### config.mk
export PLATFORM = sky130hd
export DESIGN_NAME = register_file_flat
export DESIGN_NICKNAME = d
export VERILOG_FILES = /design/src/rtl/register_file_if.sv /design/src/rtl/register_file.sv /design/src/flat_wrapper.sv
export SDC_FILE = /design/constraint.sdc
export NUM_CORES = 1
export LEC_CHECK = 0
export CAP_MARGIN = 40
export CORE_UTILIZATION = 45
export CTS_CLUSTER_SIZE = 40
export DETAILED_ROUTE_END_ITERATION = 6
export PLACE_DENSITY = 0.64
export SYNTH_ARGS = -nofsm -noshare
export SYNTH_HDL_FRONTEND = slang
export SYNTH_SLANG_ARGS = --single-unit
export TNS_END_PERCENT = 1
### constraint.sdc
create_clock -name clk -period 16.9 [get_ports clk]
set_clock_uncertainty 0.2 [all_clocks]
set_input_delay 5.07 -clock clk [delete_from_list [all_inputs] [get_ports clk]]
set_output_delay 5.07 -clock clk [all_outputs]
set_load 0.1 [all_outputs]
### src/rtl/register_file_if.sv
// register_file_if: decode/writeback bus into the d16 register file.
//   master : drives stage enable, read addresses and both write ports;
//            receives the registered read data and the ready flag.
//   slave  : the register file side of the same signals.
interface register_file_if #(
  parameter int DATA_WIDTH = 16,
  parameter int ADDR_WIDTH = 3
);
  logic                  en;
  logic [ADDR_WIDTH-1:0] rd_addr_a;
  logic [DATA_WIDTH-1:0] rd_data_a;
  logic [ADDR_WIDTH-1:0] rd_addr_b;
  logic [DATA_WIDTH-1:0] rd_data_b;
  logic                  wr_en_a;
  logic [ADDR_WIDTH-1:0] wr_addr_a;
  logic [DATA_WIDTH-1:0] wr_data_a;
  logic                  wr_en_b;
  logic [ADDR_WIDTH-1:0] wr_addr_b;
  logic [DATA_WIDTH-1:0] wr_data_b;
  logic                  ready;

  modport master (
    output en, rd_addr_a, rd_addr_b,
    output wr_en_a, wr_addr_a, wr_data_a,
    output wr_en_b, wr_addr_b, wr_data_b,
    input  rd_data_a, rd_data_b, ready
  );

  modport slave (
    input  en, rd_addr_a, rd_addr_b,
    input  wr_en_a, wr_addr_a, wr_data_a,
    input  wr_en_b, wr_addr_b, wr_data_b,
    output rd_data_a, rd_data_b, ready
  );
endinterface

### src/rtl/register_file.sv
// register_file: 2-read / 2-write register file for the d16 datapath.
//   clk  : clock, everything on posedge
//   rst  : synchronous active-high reset; restarts the clear sequence
//   bus  : register_file_if.slave (en, read ports A/B, write ports A/B, ready)
// After reset the array is zeroed one entry per cycle; ready rises once the
// last entry is cleared. Read data is registered; same-edge writes can be
// forwarded to the read ports (BYPASS) and register 0 can be hard-wired to
// zero (ZERO_REG). Write port B beats port A on an address conflict.

// Per-read-port next-data selection.
module register_file_rdport #(
  parameter int DATA_WIDTH = 16,
  parameter int ADDR_WIDTH = 3,
  parameter bit ZERO_REG   = 1'b0,
  parameter bit BYPASS     = 1'b1
) (
  input  logic [ADDR_WIDTH-1:0]                          addr_i,
  input  logic [(2**ADDR_WIDTH)-1:0][DATA_WIDTH-1:0]     regs_i,
  input  logic                                           we_a_i,
  input  logic [ADDR_WIDTH-1:0]                          wa_a_i,
  input  logic [DATA_WIDTH-1:0]                          wd_a_i,
  input  logic                                           we_b_i,
  input  logic [ADDR_WIDTH-1:0]                          wa_b_i,
  input  logic [DATA_WIDTH-1:0]                          wd_b_i,
  output logic [DATA_WIDTH-1:0]                          data_o
);
  always_comb begin
    data_o = regs_i[addr_i];
    if (BYPASS) begin
      // B is checked last so it wins, matching the storage priority.
      if (we_a_i && (wa_a_i == addr_i)) data_o = wd_a_i;
      if (we_b_i && (wa_b_i == addr_i)) data_o = wd_b_i;
    end
    if (ZERO_REG && (addr_i == '0)) data_o = '0;
  end
endmodule

module register_file #(
  parameter int DATA_WIDTH = 16,
  parameter int ADDR_WIDTH = 3,
  parameter bit ZERO_REG   = 1'b0,
  parameter bit BYPASS     = 1'b1
) (
  input  logic            clk,
  input  logic            rst,
  register_file_if.slave  bus
);
  localparam int NUM_REGS = 2**ADDR_WIDTH;
  localparam int NPORTS   = 2;
  localparam logic [ADDR_WIDTH-1:0] LAST_IDX = ADDR_WIDTH'(NUM_REGS - 1);

  typedef enum logic {S_CLEAR, S_RUN} state_e;

  state_e                                  state_q;
  logic [ADDR_WIDTH-1:0]                   clr_idx_q;
  logic                                    ready_q;
  logic [NUM_REGS-1:0][DATA_WIDTH-1:0]     regs_q;
  logic [NPORTS-1:0][DATA_WIDTH-1:0]       rd_q;
  logic [NPORTS-1:0][DATA_WIDTH-1:0]       rd_d;
  logic [NPORTS-1:0][ADDR_WIDTH-1:0]       rd_addr;
  logic                                    we_a, we_b;

  // Writes to r0 are dropped entirely when it is hard-wired, so they are
  // neither stored nor forwarded.
  assign we_a = bus.wr_en_a && !(ZERO_REG && (bus.wr_addr_a == '0));
  assign we_b = bus.wr_en_b && !(ZERO_REG && (bus.wr_addr_b == '0));

  assign rd_addr = {bus.rd_addr_b, bus.rd_addr_a};

  for (genvar p = 0; p < NPORTS; p++) begin : g_rd
    register_file_rdport #(
      .DATA_WIDTH (DATA_WIDTH),
      .ADDR_WIDTH (ADDR_WIDTH),
      .ZERO_REG   (ZERO_REG),
      .BYPASS     (BYPASS)
    ) u_rdport (
      .addr_i (rd_addr[p]),
      .regs_i (regs_q),
      .we_a_i (we_a),
      .wa_a_i (bus.wr_addr_a),
      .wd_a_i (bus.wr_data_a),
      .we_b_i (we_b),
      .wa_b_i (bus.wr_addr_b),
      .wd_b_i (bus.wr_data_b),
      .data_o (rd_d[p])
    );
  end

  // The array itself is not reset: the clear sequencer owns zeroing it.
  always_ff @(posedge clk) begin
    if (rst) begin
      state_q   <= S_CLEAR;
      clr_idx_q <= '0;
      ready_q   <= 1'b0;
      rd_q      <= '0;
    end else begin
      case (state_q)
        S_CLEAR: begin
          regs_q[clr_idx_q] <= '0;
          clr_idx_q         <= clr_idx_q + ADDR_WIDTH'(1);
          rd_q              <= '0;
          if (clr_idx_q == LAST_IDX) begin
            state_q <= S_RUN;
            ready_q <= 1'b1;
          end
        end
        S_RUN: begin
          if (bus.en) begin
            rd_q <= rd_d;
            if (we_a) regs_q[bus.wr_addr_a] <= bus.wr_data_a;
            if (we_b) regs_q[bus.wr_addr_b] <= bus.wr_data_b;
          end
        end
        default: state_q <= S_CLEAR;
      endcase
    end
  end

  assign bus.rd_data_a = rd_q[0];
  assign bus.rd_data_b = rd_q[1];
  assign bus.ready     = ready_q;
endmodule
### src/flat_wrapper.sv
// flat-port wrapper written by rule: the top's interface ports become plain ports
module register_file_flat 
#(
  parameter int DATA_WIDTH = 16,
  parameter int ADDR_WIDTH = 3,
  parameter bit ZERO_REG   = 1'b0,
  parameter bit BYPASS     = 1'b1
)
  (clk, rst, bus_en, bus_rd_addr_a, bus_rd_addr_b, bus_wr_en_a, bus_wr_addr_a, bus_wr_data_a, bus_wr_en_b, bus_wr_addr_b, bus_wr_data_b, bus_rd_data_a, bus_rd_data_b, bus_ready);
  register_file_if #(.DATA_WIDTH(DATA_WIDTH), .ADDR_WIDTH(ADDR_WIDTH)) bus_i ();
  input  logic clk;
  input  logic rst;
  input wire logic [$bits(bus_i.en)-1:0] bus_en;
  input wire logic [$bits(bus_i.rd_addr_a)-1:0] bus_rd_addr_a;
  input wire logic [$bits(bus_i.rd_addr_b)-1:0] bus_rd_addr_b;
  input wire logic [$bits(bus_i.wr_en_a)-1:0] bus_wr_en_a;
  input wire logic [$bits(bus_i.wr_addr_a)-1:0] bus_wr_addr_a;
  input wire logic [$bits(bus_i.wr_data_a)-1:0] bus_wr_data_a;
  input wire logic [$bits(bus_i.wr_en_b)-1:0] bus_wr_en_b;
  input wire logic [$bits(bus_i.wr_addr_b)-1:0] bus_wr_addr_b;
  input wire logic [$bits(bus_i.wr_data_b)-1:0] bus_wr_data_b;
  output wire logic [$bits(bus_i.rd_data_a)-1:0] bus_rd_data_a;
  output wire logic [$bits(bus_i.rd_data_b)-1:0] bus_rd_data_b;
  output wire logic [$bits(bus_i.ready)-1:0] bus_ready;
  assign bus_i.en = bus_en;
  assign bus_i.rd_addr_a = bus_rd_addr_a;
  assign bus_i.rd_addr_b = bus_rd_addr_b;
  assign bus_i.wr_en_a = bus_wr_en_a;
  assign bus_i.wr_addr_a = bus_wr_addr_a;
  assign bus_i.wr_data_a = bus_wr_data_a;
  assign bus_i.wr_en_b = bus_wr_en_b;
  assign bus_i.wr_addr_b = bus_wr_addr_b;
  assign bus_i.wr_data_b = bus_wr_data_b;
  assign bus_rd_data_a = bus_i.rd_data_a;
  assign bus_rd_data_b = bus_i.rd_data_b;
  assign bus_ready = bus_i.ready;
  register_file #(.DATA_WIDTH(DATA_WIDTH), .ADDR_WIDTH(ADDR_WIDTH), .ZERO_REG(ZERO_REG), .BYPASS(BYPASS)) u_core (.clk(clk), .rst(rst), .bus(bus_i));
endmodule
**Word level (Yosys, flattened, before mapping)**

Index checks and enable logic that the tools add are counted.

- Bits in registers: 165
- Input bits: 49
- Output and inout port bits: 33
- Logic and storage cells: 68

- Add/sub/neg operators: 1
- Magnitude comparators: 8
- Eq/ne operators: 6
- Multiplexer cells: 27
- Bitwise operators: 4
- Reduce and logical (&&, ||, !) cells: 9

Operators with widths:

| kind | count |
|---|---|
| two-way mux 128 bit | 6 |
| bitwise mux 128 bit | 2 |
| one-hot mux 128 bit (2 select lines) | 1 |
| demux 16 bit (select 3 bit) | 3 |
| two-way mux 16 bit | 9 |
| AND 128 bit | 1 |
| NOT 128 bit | 1 |
| binary-select mux 16 bit (select 3 bit) | 2 |
| one-hot mux 32 bit (2 select lines) | 1 |
| two-way mux 32 bit | 1 |
| less-than comparator 3 x 4 -> 1 bit (second input constant) | 5 |
| equality test 3 bit | 4 |
| >= comparator 3 x 1 -> 1 bit (second input constant) | 3 |
| logical AND 1 bit | 7 |
| AND reduction 2 bit | 2 |
| adder 3 x 1 -> 3 bit (second input constant) | 1 |
| equality test 3 bit (second input constant) | 1 |
| two-way mux 1 bit | 2 |
| inequality test 2 bit (second input constant) | 1 |
| NOT 1 bit | 2 |

**Longest topological paths before layout**

- Depth in word-level cells: 13
- Gate-level depth with buffers: 7
- Depth with buffers taken out: 4

**Modules after synthesis**

Synthesis repeated with hierarchy kept, for this count alone.

- Cells, all modules: 1191
- Area total of the unflattened synthesis: 12110.4 sq um

By module, submodules not included:

| module | times used | cells each | area an instance (sq um) | sequential area each (sq um) |
|---|---|---|---|---|
| register_file | 1 | 953 | 9107.5 | 4584.4 |
| register_file_rdport | 2 | 119 | 1501.4 | 0.0 |

**Worst setup path after synthesis**

Ideal clock, no wire load.

- Kind: input to register
- Start point: input port bus_en
- End point: register u_core.regs_q[0] (netlist name), enable pin
- Setup time: 0.617 ns
- Arrival time: 10.669 ns
- Data required time: 16.083 ns
- Path slack: 5.414 ns
- Cell stages on the path: 3
- Path buffers: 1
- Cell sequence: nor2_1 -> clkbuf_1 -> nor2_1

- Longest elaborated chain between the ends: 2

RTL lines:

| what | RTL line | source |
|---|---|---|
| start: declaration | flat_wrapper.sv:13 | `input wire logic [$bits(bus_i.en)-1:0] bus_en;` |
| inequality test 2 bit (no source line) | - |  |
| AND reduction 2 bit (no source line) | - |  |
| end signal: indexed assignment | register_file.sv:110 | `if (we_a) regs_q[bus.wr_addr_a] <= bus.wr_data_a;` |
| end signal: indexed assignment | register_file.sv:111 | `if (we_b) regs_q[bus.wr_addr_b] <= bus.wr_data_b;` |
| end: declaration | register_file.sv:57 | `logic [NUM_REGS-1:0][DATA_WIDTH-1:0] regs_q;` |

Every way passes these cells.
A chain may end at the register's enable or synchronous reset.

**Final worst setup path**

- Start point: input port bus_en
- End point: register u_core.regs_q[84] (netlist name), enable pin

Same word-level chain as after synthesis.

==> metrics.csv <==
metric,value,unit
CP Class,in2reg,
layout-stage area growth over the synthesis result,15.3,%
Clock Root Buffer,clkbuf_16,
CP Capture Type,flop,
Wirelength per Cell,26.3,um
Post-synth top cells,"mux2i_1 (162), a22o_1 (128), edfxtp_1 (128), a21oi_1 (84), clkbuf_1 (81)",
Yosys warnings,0,
met3 usage,6.03,%
"Power, Total",1130,uW
area of the core,27000,um2
vias in the first global route,9462,
Syn Area/Cell,10.9,um2
R2R Setup Slk,13.58,ns
DRT iter0 DRCs,1186,
I/O Buffers,81,
Initial Utilization,45.8,%
clock network fraction of design power,33.6,%
share of the synthesized area in the top cell type,31.1,%
"Req. time, crit path",16.82,ns
switching power,325,uW
Final Critical Period,7.81,ns
RSZ-0062 raised after global routing,no,
syn nets,1180,
CTS Hold Bufs,0,
crit share post-route,46.2,%
Yosys reg bits,165,
CP max FO,51,
max-slew violations,0,
synth unique cells,40,
post-synth top area cell,edfxtp_1,
Die Wd,168,um
Most Crowded Layer GR,met2,
VDD IR max,0.0774,mV
largest net degree at the start of global routing,73,
Slew @ Worst Pin,0.916,ns
status,"complete, no violations",
Die Ht,168,um
detailed-route via count,9994,
clk_lat worst skew,0.44,ns
drt total wl,39400,um
H-tree depth,4,
first drt pass iteration count,5,
# nets final,1198,
clock sinks,165,
Ports,82,
setup bufs post-CTS,0,
max incr delay on CP,0.64,ns
CTS tree,done,
"count leader, synth",mux2i_1,
Synth Cell Area,12300,um2
gpl congestion,0.793,
clk buf depth,2,
Via density,6.66,
Hold Crit Class,reg2reg,
CTS buffer count,17,
hpwl dp,23300,um
Post-synth EDFFs,128,
worst endpoint data arrival time,7.73,ns
sw frac,28.7,%
Area contributors post-synth,"edfxtp_1 (31%), mux2i_1 (13%), a22o_1 (9.1%)",
P per Cell Area,79.6,nW/um2
initial antenna violation count,1,
M1 GR Usage,39.1,%
Setup TNS Final,0,ns
Reg power frac,44.7,%
final setup fails,0,
Int Pwr,808,uW
CP max-delay cell,buf_2,
final-report hold violation count,0,
global-route usage over all layers,28.4,%
Core Rows,60,
fmax,128,MHz
startpoint type of the worst setup path,input pin,
worst relative slew slack,38.9,%
share of cells above drive strength 1,15.2,%
clock-pin slew on the worst setup and hold paths,0.07,ns
CP most frequent cell,buf_4,
detailed-route DRC error count,0,
sequential share of the synthesized area,37.1,%
post-route ant nets,0,
dominant synthesized flop cell,edfxtp_1,
cts repair resizes,0,
gr ovfl total,0,
Async SR Flop Fraction,0,%
Die ar.,28100,um2
combinational power share,21.7,%
GR Layer Usage met2,44.0,%
LEAKAGE,0.00538,uW
first-pass GRT wire length,59800,um
maxcap violations,0,
Cells after Synth,1129,
"Critical Path, Cell by Cell","buf_2, nor2_2, buf_4, nor2_4, buf_4, buf_4, buf_16",
-- area by class of cell --
class	count	area, um2
repair buffers	147	1570
flip-flops and latches	165	4590
multi-input cells	812	7080
clock buffers	24	515
well taps	341	427
fillers	2274	12700
inverters	4	15.0
clock inverters	7	41.3
diodes	1	2.50
-- metrics by stage --
| step | worst slack [ns] | util (%) | instances | instance area [um2] | hold slack [ns] |
|---|---|---|---|---|---|
| detailed placement | 8.68 | 50.8 | 1469 | 13700 | 0.353 |
| global route | 8.91 | 52.8 | 1500 | 14200 | 0.375 |
| CTS | 9.13 | 52.8 | 1500 | 14200 | 0.363 |
| floorplan | 5.41 | - | 1129 | 12300 | 0.365 |
| global placement | 8.57 | 48.7 | 1434 | 13100 | 0.344 |
| finish | 9.09 | 52.8 | 1501 | 14200 | 0.364 |
-- path summary, 6_finish.rpt --
kind,from,end,cells after the start
setup / recovery,bus_en,u_core.regs_q[84],7
hold / removal,u_core.bus.rd_data_a[10],u_core.bus.rd_data_a[10],2
setup reg to reg,u_core.state_q,u_core.regs_q[84],7
hold reg to reg,u_core.bus.rd_data_a[10],u_core.bus.rd_data_a[10],2
-- layout by cell type, fill, tap and decap left out, drive strengths merged, types with 3 or more instances in the layout --
cell / n
nor2: 59
nand2: 80
nand4b: 3
inv: 7
mux4: 64
o22ai: 31
a21oi: 84
dfxtp: 37
clkdlybuf4s50: 76
a31oi: 6
xnor2: 12
clkinv: 4
mux2i: 162
clkbuf: 24
buf: 71
mux2: 32
o21ai: 81
nand4: 6
a211oi: 31
a22o: 128
and4b: 3
edfxtp: 128
and4bb: 3
nand2b: 17
-- cell families (layout without fill, tap and decap cells) --
family / after synthesis / after routing / share of synthesized area [%]
and+or+nand+nor: 178 / 178 / 7.04
other: 0 / 1 / 0
adders and majority gates: 2 / 2 / 0.203
xor gates and xnor gates: 13 / 13 / 0.922
AOI/OAI and AO/OA: 361 / 361 / 19.5
DFF: 165 / 165 / 37.1
buffers and inverters: 152 / 182 / 6.37
muxes: 258 / 258 / 28.8
-- critical path: cells and delay by family --
kind          cells  cell delay [ns]
buf+inv           5             2.44
simple gates      2             0.14
-- routing by layer --
| metal | part of all wire, % | vias up |
|---|---|---|
| met4 | 2.6 | 0 |
| met2 | 46 | 511 |
| met1 | 43 | 4933 |
| met5 | 0 | - |
| met3 | 8.5 | 78 |
| li1 | - | 4472 |
-- power groups by stage --
stage	Combinational [uW]	Sequential, uW	Clock, uW
2_1_floorplan	179	505	0
3_3_place_gp	234	511	0
3_5_place_dp	242	513	0
4_1_cts	243	504	385
5_1_grt	263	510	400
6_report	246	506	381
-- registers in the layout (all words and copies together) (netlist names) --
name and cells:
u_core.bus.rd_data_a 16, u_core.bus.rd_data_b 16, u_core.bus.ready 1, u_core.clr_idx_q 3
u_core.regs_q 128, u_core.state_q 1
Power figures use the tool's default switching activity.
